**src/rtl/timer_irq_ctrl.sv**
```systemverilog
// timer_irq_ctrl: interrupt controller for the system timer's sources.
// Rising edges on irq_src_i latch into a pending register. Pending sources
// are masked by IRQ_EN and arbitrated by IRQ_PRIO. The winner is presented
// on irq_o/irq_id_o. Claim happens through a read of IRQ_CLAIM and complete
// through a write of IRQ_CLAIM.
//
// Bus handshake: there is no back-pressure. A write is accepted on every
// clock edge where we_i is high, with per-byte enables in sel_i. A read is
// accepted on every edge where rd_i is high. Its data appears on data_o
// after that edge and is held until the next rd_i. Any side effect of a
// read (a claim) happens at the rd_i edge.
module timer_irq_ctrl #(
  parameter int NSRC = 6
) (
  input  logic            clk,
  input  logic            rst,
  input  logic [7:0]      waddr_i,
  input  logic [31:0]     data_i,
  input  logic [3:0]      sel_i,
  input  logic            we_i,
  input  logic [7:0]      raddr_i,
  input  logic            rd_i,
  output logic [31:0]     data_o,
  input  logic [NSRC-1:0] irq_src_i,
  output logic            irq_o,
  output logic [2:0]      irq_id_o
);

  localparam logic [7:0] A_EN    = 8'h00;
  localparam logic [7:0] A_PEND  = 8'h04;
  localparam logic [7:0] A_PRIO  = 8'h08;
  localparam logic [7:0] A_CLAIM = 8'h0C;
  localparam logic [7:0] A_OVR   = 8'h10;

  typedef enum logic [1:0] {
    ST_IDLE    = 2'd0,
    ST_ARB     = 2'd1,
    ST_PEND    = 2'd2,
    ST_SERVICE = 2'd3
  } state_e;

  state_e            state_q, state_d;
  logic [NSRC-1:0]   en_src_q, en_src_d;
  logic              gen_q, gen_d;
  logic [NSRC-1:0]   pend_q, pend_d;
  logic [2*NSRC-1:0] prio_q, prio_d;
  logic [15:0]       ovr_q, ovr_d;
  logic [NSRC-1:0]   src_q, src_d;
  logic              arm_q, arm_d;
  logic [2:0]        id_q, id_d;
  logic [31:0]       data_q, data_d;

  logic              wr_en, wr_pend, wr_prio, wr_claim, wr_ovr;
  logic              rd_claim, complete;
  logic [31:0]       wmask;
  logic [NSRC-1:0]   rise, w1c, claim_clr, id_onehot, cand;
  logic              id_cand, ovr_hit;
  logic              win_vld;
  logic [2:0]        win_id;
  logic [1:0]        win_prio;
  logic [31:0]       rdata;
  logic              unused_data_bits;

  assign wr_en    = we_i && (waddr_i == A_EN);
  assign wr_pend  = we_i && (waddr_i == A_PEND);
  assign wr_prio  = we_i && (waddr_i == A_PRIO);
  assign wr_claim = we_i && (waddr_i == A_CLAIM);
  assign wr_ovr   = we_i && (waddr_i == A_OVR);
  assign rd_claim = rd_i && (raddr_i == A_CLAIM) && (state_q == ST_PEND);
  assign complete = wr_claim && sel_i[0] && (data_i[2:0] == id_q);
  assign wmask    = {{8{sel_i[3]}}, {8{sel_i[2]}}, {8{sel_i[1]}}, {8{sel_i[0]}}};
  assign cand     = pend_q & en_src_q;
  assign unused_data_bits = ^data_i[30:2*NSRC];

  // Byte-masked updates of the enable and priority registers.
  always_comb begin
    en_src_d = en_src_q;
    gen_d    = gen_q;
    prio_d   = prio_q;
    if (wr_en) begin
      if (sel_i[0]) en_src_d = data_i[NSRC-1:0];
      if (sel_i[3]) gen_d = data_i[31];
    end
    if (wr_prio) begin
      prio_d = (prio_q & ~wmask[2*NSRC-1:0]) | (data_i[2*NSRC-1:0] & wmask[2*NSRC-1:0]);
    end
  end

  // Edge detection, pending set/clear and overrun counting.
  // arm_q is low for the first cycle out of reset, so a level that was held
  // high across reset only loads src_q and is not taken as a fresh edge.
  always_comb begin
    src_d = irq_src_i;
    arm_d = 1'b1;
    rise  = arm_q ? (irq_src_i & ~src_q) : '0;
    w1c   = (wr_pend && sel_i[0]) ? data_i[NSRC-1:0] : '0;
    for (int k = 0; k < NSRC; k++) begin
      id_onehot[k] = (id_q == 3'(k));
    end
    claim_clr = rd_claim ? id_onehot : '0;
    id_cand   = |(cand & id_onehot);
    // A new edge beats a same-cycle W1C or claim and is not an overrun then.
    pend_d  = (pend_q & ~w1c & ~claim_clr) | rise;
    ovr_hit = |(rise & pend_q & ~w1c & ~claim_clr);
    ovr_d   = ovr_q;
    if (wr_ovr && (|sel_i)) begin
      ovr_d = '0;
    end else if (ovr_hit && (ovr_q != 16'hFFFF)) begin
      ovr_d = ovr_q + 16'd1;
    end
  end

  // Arbitration: highest priority value wins; ties go to the lowest index.
  always_comb begin
    win_vld  = 1'b0;
    win_id   = '0;
    win_prio = '0;
    for (int k = 0; k < NSRC; k++) begin
      if (cand[k] && (!win_vld || (prio_q[2*k +: 2] > win_prio))) begin
        win_vld  = 1'b1;
        win_id   = 3'(k);
        win_prio = prio_q[2*k +: 2];
      end
    end
  end

  // Presentation FSM next state and winner latch.
  always_comb begin
    state_d = state_q;
    id_d    = id_q;
    case (state_q)
      ST_IDLE: begin
        if (gen_q && win_vld) state_d = ST_ARB;
      end
      ST_ARB: begin
        if (!gen_q) begin
          state_d = ST_IDLE;
        end else begin
          id_d    = win_id;
          state_d = ST_PEND;
        end
      end
      ST_PEND: begin
        if (!gen_q) begin
          state_d = ST_IDLE;
        end else if (rd_claim) begin
          state_d = ST_SERVICE;
        end else if (!id_cand) begin
          state_d = ST_IDLE;
        end
      end
      ST_SERVICE: begin
        if (complete) state_d = ST_IDLE;
      end
      default: state_d = ST_IDLE;
    endcase
  end

  // Read mux. data_o only updates on a read strobe.
  always_comb begin
    rdata = '0;
    case (raddr_i)
      A_EN:    rdata = {gen_q, {(31-NSRC){1'b0}}, en_src_q};
      A_PEND:  rdata = {{(32-NSRC){1'b0}}, pend_q};
      A_PRIO:  rdata = {{(32-2*NSRC){1'b0}}, prio_q};
      A_CLAIM: rdata = (state_q == ST_PEND) ? {1'b1, 28'b0, id_q} : '0;
      A_OVR:   rdata = {16'b0, ovr_q};
      default: rdata = '0;
    endcase
    data_d = rd_i ? rdata : data_q;
  end

  // State and register flops with synchronous reset.
  always_ff @(posedge clk) begin
    if (rst) begin
      state_q  <= ST_IDLE;
      en_src_q <= '0;
      gen_q    <= 1'b0;
      pend_q   <= '0;
      prio_q   <= '0;
      ovr_q    <= '0;
      src_q    <= '0;
      arm_q    <= 1'b0;
      id_q     <= '0;
      data_q   <= '0;
    end else begin
      state_q  <= state_d;
      en_src_q <= en_src_d;
      gen_q    <= gen_d;
      pend_q   <= pend_d;
      prio_q   <= prio_d;
      ovr_q    <= ovr_d;
      src_q    <= src_d;
      arm_q    <= arm_d;
      id_q     <= id_d;
      data_q   <= data_d;
    end
  end

  assign data_o   = data_q;
  assign irq_o    = (state_q == ST_PEND);
  assign irq_id_o = id_q;

endmodule
```
**config.mk**
```make
export PLATFORM = sky130hd
export DESIGN_NAME = timer_irq_ctrl
export DESIGN_NICKNAME = d
export VERILOG_FILES = /design/src/rtl/timer_irq_ctrl.sv
export SDC_FILE = /design/constraint.sdc
export NUM_CORES = 1
export LEC_CHECK = 0
export ABC_AREA = 1
export BUFFER_PORTS_ARGS = -buffer_cell sky130_fd_sc_hd__buf_2
export CAP_MARGIN = 20
export CELL_PAD_IN_SITES_DETAIL_PLACEMENT = 0
export CELL_PAD_IN_SITES_GLOBAL_PLACEMENT = 1
export CORE_MARGIN = 2
export CORE_UTILIZATION = 41
export DETAILED_ROUTE_END_ITERATION = 6
export GPL_TIMING_DRIVEN = 0
export PLACE_DENSITY_LB_ADDON = 0.1
export SYNTH_ARGS = -nofsm -noshare
export SYNTH_HDL_FRONTEND = slang
export SYNTH_SLANG_ARGS = --single-unit
```
**constraint.sdc**
```tcl
create_clock -name clk -period 11.13 [get_ports clk]
set_clock_uncertainty 0.1 [all_clocks]
set_input_delay 0.5565 -clock clk [delete_from_list [all_inputs] [get_ports clk]]
set_output_delay 0.5565 -clock clk [all_outputs]
set_load 0.02 [all_outputs]
```
Yosys cells after proc, flatten, opt, wreduce, memory -nomap -nowiden
Cells that the tools add are included.

word-level totals
  flip-flop bits (word level) = 85
  output and inout port bits = 36
  word-level logic and storage cells = 122

cells by class
  add/subtract/negate cells = 1
  magnitude comparators = 5
  eq/ne operators = 21
  muxes and demuxes = 29
  bitwise gates (word level) = 16
  reductions and logical operators = 40

operator list
  kind                   number
  $pmux 32 s5            1
  $and 6x6->6            8
  $eq 8x4->1 const B     4
  $mux 32                1
  $and 12x12->12         2
  $mux 2                 11
  $logic_and 1x1->1      18
  $mux 6                 3
  $not 6->6              3
  $add 16x1->16 const B  1
  $eq 8x3->1 const B     2
  $eq 8x5->1 const B     2
  $logic_not 8->1        2
  $ne 16x16->1 const B   1
  $mux 3                 4
  $not 12->12            1
  $or 12x12->12          1
  $reduce_or 6->1        2
  $gt 2x2->1             5
  $mux 1                 8
  $pmux 2 s4             1
  $eq 3x2->1 const B     2
  $eq 3x3->1 const B     2
  $or 6x6->6             1
  14 further kinds       26

Depth between registers and ports, before layout
Gate-level depths: netlist of run 1.

  word-level depth = 25
  gate-level depth with buffers = 44

Least setup slack after synthesis of run 1
Ideal clock, no wire load.

  path kind = reg-to-reg
  start point = register pend_q[0]
  end point = register id_q[1], in the netlist irq_id_o[1]
  setup time = 0.070 ns
  arrival = 4.871 ns
  setup slack = 6.089 ns
  stages on the path, launching flop included = 42
  path buffers = 0
  cell sequence = dfxtp_1 > nand2_1 > nor2_1 > inv_1 > ha_1 > nand2_1 > nand2_1 > nand2_1 > nand2_1 > nand2_1 > o21ai_0 > ha_1 > o21ai_0 > nand3_1 > nand3_1 > nand2_1 > o21ai_0 > inv_1 > (+6 left out) > ha_1 > inv_1 > nor2_1 > o21ai_0 > o21ai_0 > nand3_1 > nand3_1 > o21ai_0 > ha_1 > inv_1 > nor2_1 > o21ai_0 > nand2_1 > a21oi_1 > nand2_1 > inv_1 > nand2_1 > a21oi_1

on the way
  word-level cells in the longest chain between the ends = 22
  elaborated cells on any way between the ends = 35
  classes of those cells = 5 x order compare; 14 x mux; 1 x bitwise; 15 x reduce/logical

RTL lines
  item                                                  line  source
  start, declared                                       45    logic [NSRC-1:0] pend_q, pend_d;
  start signal, assigned                                190   pend_q <= pend_d;
  $and 6x6->6 *                                         72    assign cand = pend_q & en_src_q;
  $mux 2 / $mux 1 (equally long branches)               119   if (cand[k] && (!win_vld || (prio_q[2*k +: 2] > win_prio))) begin
  $gt 2x2->1 / $logic_not 1->1 (equally long branches)  119
  $logic_or 1x1->1                                      119
  $logic_and 1x1->1                                     119
  $mux 2 / $mux 1 (equally long branches)               119
  $gt 2x2->1 / $logic_not 1->1 (equally long branches)  119
  $logic_or 1x1->1                                      119
  (+6 left out)                                         n/a
  $gt 2x2->1 / $logic_not 1->1 (equally long branches)  119
  $logic_or 1x1->1                                      119
  $logic_and 1x1->1                                     119
  $mux 2 / $mux 1 (equally long branches)               119
  $gt 2x2->1 / $logic_not 1->1 (equally long branches)  119
  $logic_or 1x1->1                                      119
  $logic_and 1x1->1                                     119
  $mux 3 *                                              119
  end signal, assigned                                  195   id_q <= id_d;
  end, declared                                         50    logic [2:0] id_q, id_d;

Mark *: on every way between the ends. The rest lies on a longest branch, timed or not.
A chain may end at the register's enable or synchronous reset.

Final worst setup path of run 1
  start point = register en_src_q[0]
  end point = register id_q[1], in the netlist irq_id_o[1]

on the way
  word-level cells in the longest chain between the ends = 22
  elaborated cells on any way between the ends = 35
  classes of those cells = 5 x order compare; 14 x mux; 1 x bitwise; 15 x reduce/logical

RTL lines
  item                                                  line  source
  start, declared                                       43    logic [NSRC-1:0] en_src_q, en_src_d;
  start signal, assigned                                188   en_src_q <= en_src_d;
  $and 6x6->6 *                                         72
  $mux 2 / $mux 1 (equally long branches)               119
  $gt 2x2->1 / $logic_not 1->1 (equally long branches)  119
  $logic_or 1x1->1                                      119
  $logic_and 1x1->1                                     119
  $mux 2 / $mux 1 (equally long branches)               119
  $gt 2x2->1 / $logic_not 1->1 (equally long branches)  119
  $logic_or 1x1->1                                      119
  (+6 left out)                                         n/a
  $gt 2x2->1 / $logic_not 1->1 (equally long branches)  119
  $logic_or 1x1->1                                      119
  $logic_and 1x1->1                                     119
  $mux 2 / $mux 1 (equally long branches)               119
  $gt 2x2->1 / $logic_not 1->1 (equally long branches)  119
  $logic_or 1x1->1                                      119
  $logic_and 1x1->1                                     119
  $mux 3 *                                              119

Marked as above.

==> results of run 1 <==
cell type report:
type | count | area [um2]
fill | 1057 | 4910
multi-input combinational | 432 | 2300
sequential | 70 | 1400
inverter | 87 | 327
timing repair buffer | 62 | 310
buffer | 30 | 189
tap | 133 | 166
clock buffer | 11 | 151
clock inverter | 5 | 56.3
report_power, final:
part,switching [W],internal (W)
combinational,0.0000328,0.0000176
sequential,0.00000299,0.000254
clock,0.000105,0.000116
total,0.000141,0.000387
cell usage after synthesis (3+ instances only):
| cell | n | share of area, % |
|---|---|---|
| nand2_1 | 120 | 11 |
| inv_1 | 76 | 6.8 |
| dfxtp_1 | 70 | 34 |
| nand3_1 | 52 | 6.2 |
| a21oi_1 | 41 | 4.9 |
| nor2_1 | 40 | 3.6 |
| o21ai_0 | 35 | 4.2 |
| nor3_1 | 23 | 2.8 |
| buf_4 | 15 | 2.7 |
| nand4_1 | 13 | 2.0 |
| xor2_1 | 13 | 2.7 |
| nand2_2 | 12 | 1.8 |
| a21oi_2 | 10 | 2.1 |
| clkbuf_1 | 10 | 0.90 |
| ha_1 | 9 | 2.7 |
| inv_2 | 9 | 0.81 |
| o22ai_1 | 9 | 1.4 |
| nor2_4 | 6 | 1.6 |
| a31oi_1 | 5 | 0.75 |
| nor4_1 | 4 | 0.60 |
| buf_2 | 3 | 0.36 |
| o2111ai_1 | 3 | 0.63 |
cells by family (layout without fill, tap and decap cells):
logic type | after synthesis | after routing | synth area share [%]
AOI/OAI and AO/OA | 112 | 112 | 15.8
xor gates and xnor gates | 14 | 14 | 2.94
adders and majority gates | 9 | 9 | 2.70
buffers and inverters | 117 | 195 | 12.4
DFF | 70 | 70 | 33.6
other | 1 | 15 | 0.0899
and+or+nand+nor | 282 | 282 | 32.5
per-layer routing:
| layer | up-vias | share of wire, % |
|---|---|---|
| li1 | 2150 | - |
| met1 | 1909 | 49 |
| met2 | 103 | 45 |
| met3 | 18 | 4.3 |
| met4 | 0 | 1.7 |
| met5 | - | 0 |
per-stage QoR:
step	total power (W)	instances	area (um2)	util [%]
2_1_floorplan	0.000294	619	4220	-
3_5_place_dp	0.000313	814	4700	47.8
6_report	0.000528	830	4910	50.0
4_1_cts	0.000530	830	4910	50.0
5_1_grt	0.000549	830	4910	50.0
3_3_place_gp	0.000312	814	4700	47.8
path summary, 6_finish.rpt:
path / end / slack [ns] / from
max reg2reg: irq_id_o[1] / 4.99 / en_src_q[0]
min reg2reg: data_o[11] / 0.37 / data_o[11]
max: irq_id_o[1] / 4.99 / en_src_q[0]
min: src_q[4] / 0.31 / irq_src_i[4]
critical path: cells and delay by family (launching register included):
family | cells | cell delay [ns]
AO/OA/AOI/OAI | 10 | 1.84
adder cells (fa/ha/maj) | 5 | 1.37
flip-flops | 1 | 0.39
buffers and inverters | 6 | 0.40
AND/OR/NAND/NOR | 21 | 1.94
==> qor.yml, run 1 <==
run_status:
  outcome: "completed"
die:
  die_h_um: 105
  initial_utilization_pct: 42.5
  coreArea_mm2: 0.00982
  fp-row-count: 36
  io-pin-count: 98
  dieArea_mm2: 0.0110
  die_x_um: 105
layout:
  layout_commonest_cell: "nand2_1"
  layout_common_cells: "nand2_1 (120), inv_1 (76), dfxtp_1 (70)"
  antenna_cells: 0
  area_delta_synth_final_pct: 17.7
  drive_gt1_share_pct: 20.7
  nNetsFinal: 763
synthesis:
  ys_seq_elements: 70
  avgSynthCellArea_um2: 6.89
  ys_async_sr_fraction_pct: 0
  ys_warn_count: 0
  synth_ff_type: "dfxtp_1"
  synth_area_mm2: 0.00417
  yosysSeqAreaShare_pct: 33.6
  synth_edf_count: 0
  synthCells: 605
  synth_cell_types: 42
worst_setup_path:
  reg2regPathDepth: 42
  crit_type: "reg -> reg"
  crit_arrival_ns: 6.34
  cp_max_fo: 6
  slowest_delay_ns: 0.39
  end_kind: "register"
  cp_slowest_cell: "dfxtp_1"
  critical_path_required_ns: 11.33
  start_kind: "register"
  cpMostUsedCell: "nand2_1"
timing:
  hold_ws_ns: 0.311
  final.period_utilization_pct: 55.1
  drv_slew: 0
  period_minus_slack_ns: 6.14
  tns_ns: 0
  max_slew_margin_pct: 51.3
  hold_viol: 0
  rsz0062_at_grt: "false"
  setup-violations-final: 0
  max_freq_mhz: 163
  worst_pin_slew_ns: 0.730
  fin_ws_ns: 4.99
global_route:
  grt_usage_pct: 23.5
  grt_pass1_vias: 3913
  use_met1_pct: 32.6
  grtUsageMet2_pct: 37.2
  busiest_layer: "met2"
  grt_max_degree: 13
  antenna_found_initial: 0
  gr-total-overflow: 0
  grt_util_met3_pct: 3.49
  grt_pass1_wl_um: 20000
clock_tree:
  numCtsBuffers: 9
  cts_root_buffer: "clkbuf_8"
  cts_resized: 0
  ctsHoldBuffers: 0
  clkLatencyLatePin_ns: 0.37
  cts_max_path_buffers: 2
  cts_sinks: 70
  cts_tree: "built"
  cts_setup_buffers: 0
  clkTransAtPathRegs_ns: 0.08
  h-tree-depth: 3
pwr:
  ir_worst_vdd_mv: 0.0668
  p_leak_nw: 2.07
  power_density_mw_per_mm2: 108
placement:
  place_hpwl_um: 9930
  dp_slack_ns: 4.97
  place_congestion: 0.870
  port_buffers: 62
drt:
  first_iter_violations: 229
  dr.pass1.iters: 4
  via_per_inst: 5.04
  drtAntennaViolNets: 0
  drc: 0
  vias: 4180
  wl_per_cell_um: 15.0
  drt_wl_total_um: 12400
min_path:
  holdPathStages: 3
  hold_path_class: "in -> reg"
run:
  drv_cap: 0
Note: power is estimated with default switching activity, not from simulation.
==> inputs of run 2 (changes only) <==
- CORE_UTILIZATION: 41 -> 34
- clock period: 11.13 -> 5.6 ns (I/O delays scaled with it)
==> run 2 against run 1 <==
- total power up 130%
- hold slack got worse by 0.26 ns
- critical path depth unchanged
- count of clock-buffer cells in the layout down 2
- first-iteration DRC count increased by 33%
- flip-flop and latch count is the same
- sequential share of layout area shrank 1.5 points
- largest power group is now the clock network
==> qor.yml, run 2 (same netlist as run 1, synthesis figures left out) <==
worst_setup_path:
  crit_type: "reg -> reg"
  cpMostUsedCell: "nand2_1"
  start_kind: "register"
  critical_path_required_ns: 5.77
  cp_slowest_cell: "dfxtp_4"
  reg2regPathDepth: 42
  end_kind: "register"
  cp_max_fo: 5
  slowest_delay_ns: 0.37
  crit_arrival_ns: 5.38
layout:
  drive_gt1_share_pct: 25.3
  layout_common_cells: "nand2_1 (112), inv_1 (73), dfxtp_1 (68)"
  nNetsFinal: 769
  design_area_mm2: 0.00520
  multi_input_area_mm2: 0.00244
  fillerInstances: 1323
  layout_commonest_cell: "nand2_1"
  antenna_cells: 0
  seq_area_mm2: 0.00141
  post-route-util_pct: 43.3
  area_delta_synth_final_pct: 24.8
clock_tree:
  h-tree-depth: 3
  cts_root_buffer: "clkbuf_16"
  cts_sinks: 70
  cts_tree: "built"
  clkLatencyLatePin_ns: 0.34
  numCtsBuffers: 9
  clkTransAtPathRegs_ns: 0.06
  cts_max_path_buffers: 2
global_route:
  grt_pass1_wl_um: 20500
  grt_max_degree: 14
  antenna_found_initial: 0
  grt_usage_pct: 20.4
  grt_pass1_vias: 3950
  gr-total-overflow: 0
pwr:
  ir_worst_vdd_mv: 0.133
  seq_power_share_pct: 42.9
  p_leak_nw: 2.17
  clock_power_share_pct: 48.6
  combPwrFrac_pct: 8.5
  swShare_pct: 25.6
  switchingPower_w: 0.000304
  power_w: 0.00119
  power_density_mw_per_mm2: 229
  intPower_w: 0.000886
run:
  drv_cap: 0
min_path:
  holdPathStages: 3
  hold_path_class: "in -> reg"
die:
  coreArea_mm2: 0.0120
  die_h_um: 115
  initial_utilization_pct: 34.7
  die_x_um: 115
  dieArea_mm2: 0.0132
  fp-row-count: 40
  io-pin-count: 98
timing:
  max_slew_margin_pct: 52.6
  final.period_utilization_pct: 93.1
  drv_slew: 0
  hold_viol: 0
  max_freq_mhz: 192
  period_minus_slack_ns: 5.21
  tns_ns: 0
  setup-violations-final: 0
  worst_pin_slew_ns: 0.711
  hold_ws_ns: 0.0502
drt:
  vias: 4240
  first_iter_violations: 304
  via_per_inst: 4.99
  dr.pass1.iters: 5
  drt_wl_total_um: 12800
  wl_per_cell_um: 15.1
  drc: 0
  drtAntennaViolNets: 0
placement:
  dpl-instance-area_mm2: 0.00472
  place_hpwl_um: 10100
  port_buffers: 62
  place_congestion: 0.886
run_status:
  outcome: "completed"
run 2: cell types whose count changed in the layout (fill, tap and decap cells not counted), moves of 5 or more:
| cell | delta |
|---|---|
| nand2_2 | +5 |
| buf_4 | +6 |
| clkbuf_8 | -11 |
| o21ai_0 | -8 |
| nand2_1 | -8 |
| clkbuf_16 | +9 |
| o21ai_1 | +5 |
run 2: worst max-delay path, delay by kind of cell (launching register included):
kind / cells / cell delay [ns]
and+or+nand+nor: 21 / 1.79
adders and majority gates: 5 / 1.36
AOI/OAI and AO/OA: 10 / 1.20
DFF: 1 / 0.37
buffers and inverters: 6 / 0.33
run 2: final cells by class:
| class | instances | share of cell area [%] |
|---|---|---|
| multi-input combinational | 432 | 46.9 |
| sequential | 70 | 27.1 |
| timing repair buffer | 68 | 6.83 |
| inverter | 87 | 6.28 |
| clock buffer | 9 | 4.33 |
| buffer | 30 | 3.63 |
| tap | 147 | 3.54 |
| clock inverter | 7 | 1.42 |
run 2: per-layer routing:
layer / track usage, % / vias to the layer above / share of wire [%]
met5: 0 / - / 0
met4: 7.07 / 0 / 1.8
met3: 3.85 / 17 / 3.6
met2: 33.3 / 98 / 47
met1: 27.2 / 1955 / 47
li1: - / 2170 / -
run 2: timing repair:
action	in CTS	in global routing
hold buffers	0	0
resized for setup	10	33
setup buffers	1	5
pin swaps	0	12
setup endpoints to repair	3	3
run 2: power groups by stage:
stage                     Sequential [W]  Combinational (W)  Clock [W]
after floorplan                 0.000519          0.0000641          0
after global placement          0.000522          0.0000998          0
after detailed placement        0.000522           0.000100          0
after CTS                       0.000511           0.000101   0.000595
after global routing            0.000511           0.000113   0.000615
final                           0.000510           0.000101   0.000579
run 2: through the flow:
stage / std cells / setup WS [ns]
floorplan: 619 / 0.559
global placement: 828 / -0.404
detailed placement: 828 / -0.493
CTS: 845 / 0.00355
global route: 850 / -0.0226
finish: 850 / 0.385
run 2: final timing paths:
| path | startpoint | to | slack, ns |
|---|---|---|---|
| max | en_src_q[0] | irq_id_o[1] | 0.39 |
| max reg2reg | en_src_q[0] | irq_id_o[1] | 0.39 |
| min | irq_src_i[4] | src_q[4] | 0.05 |
| min reg2reg | data_o[11] | data_o[11] | 0.36 |
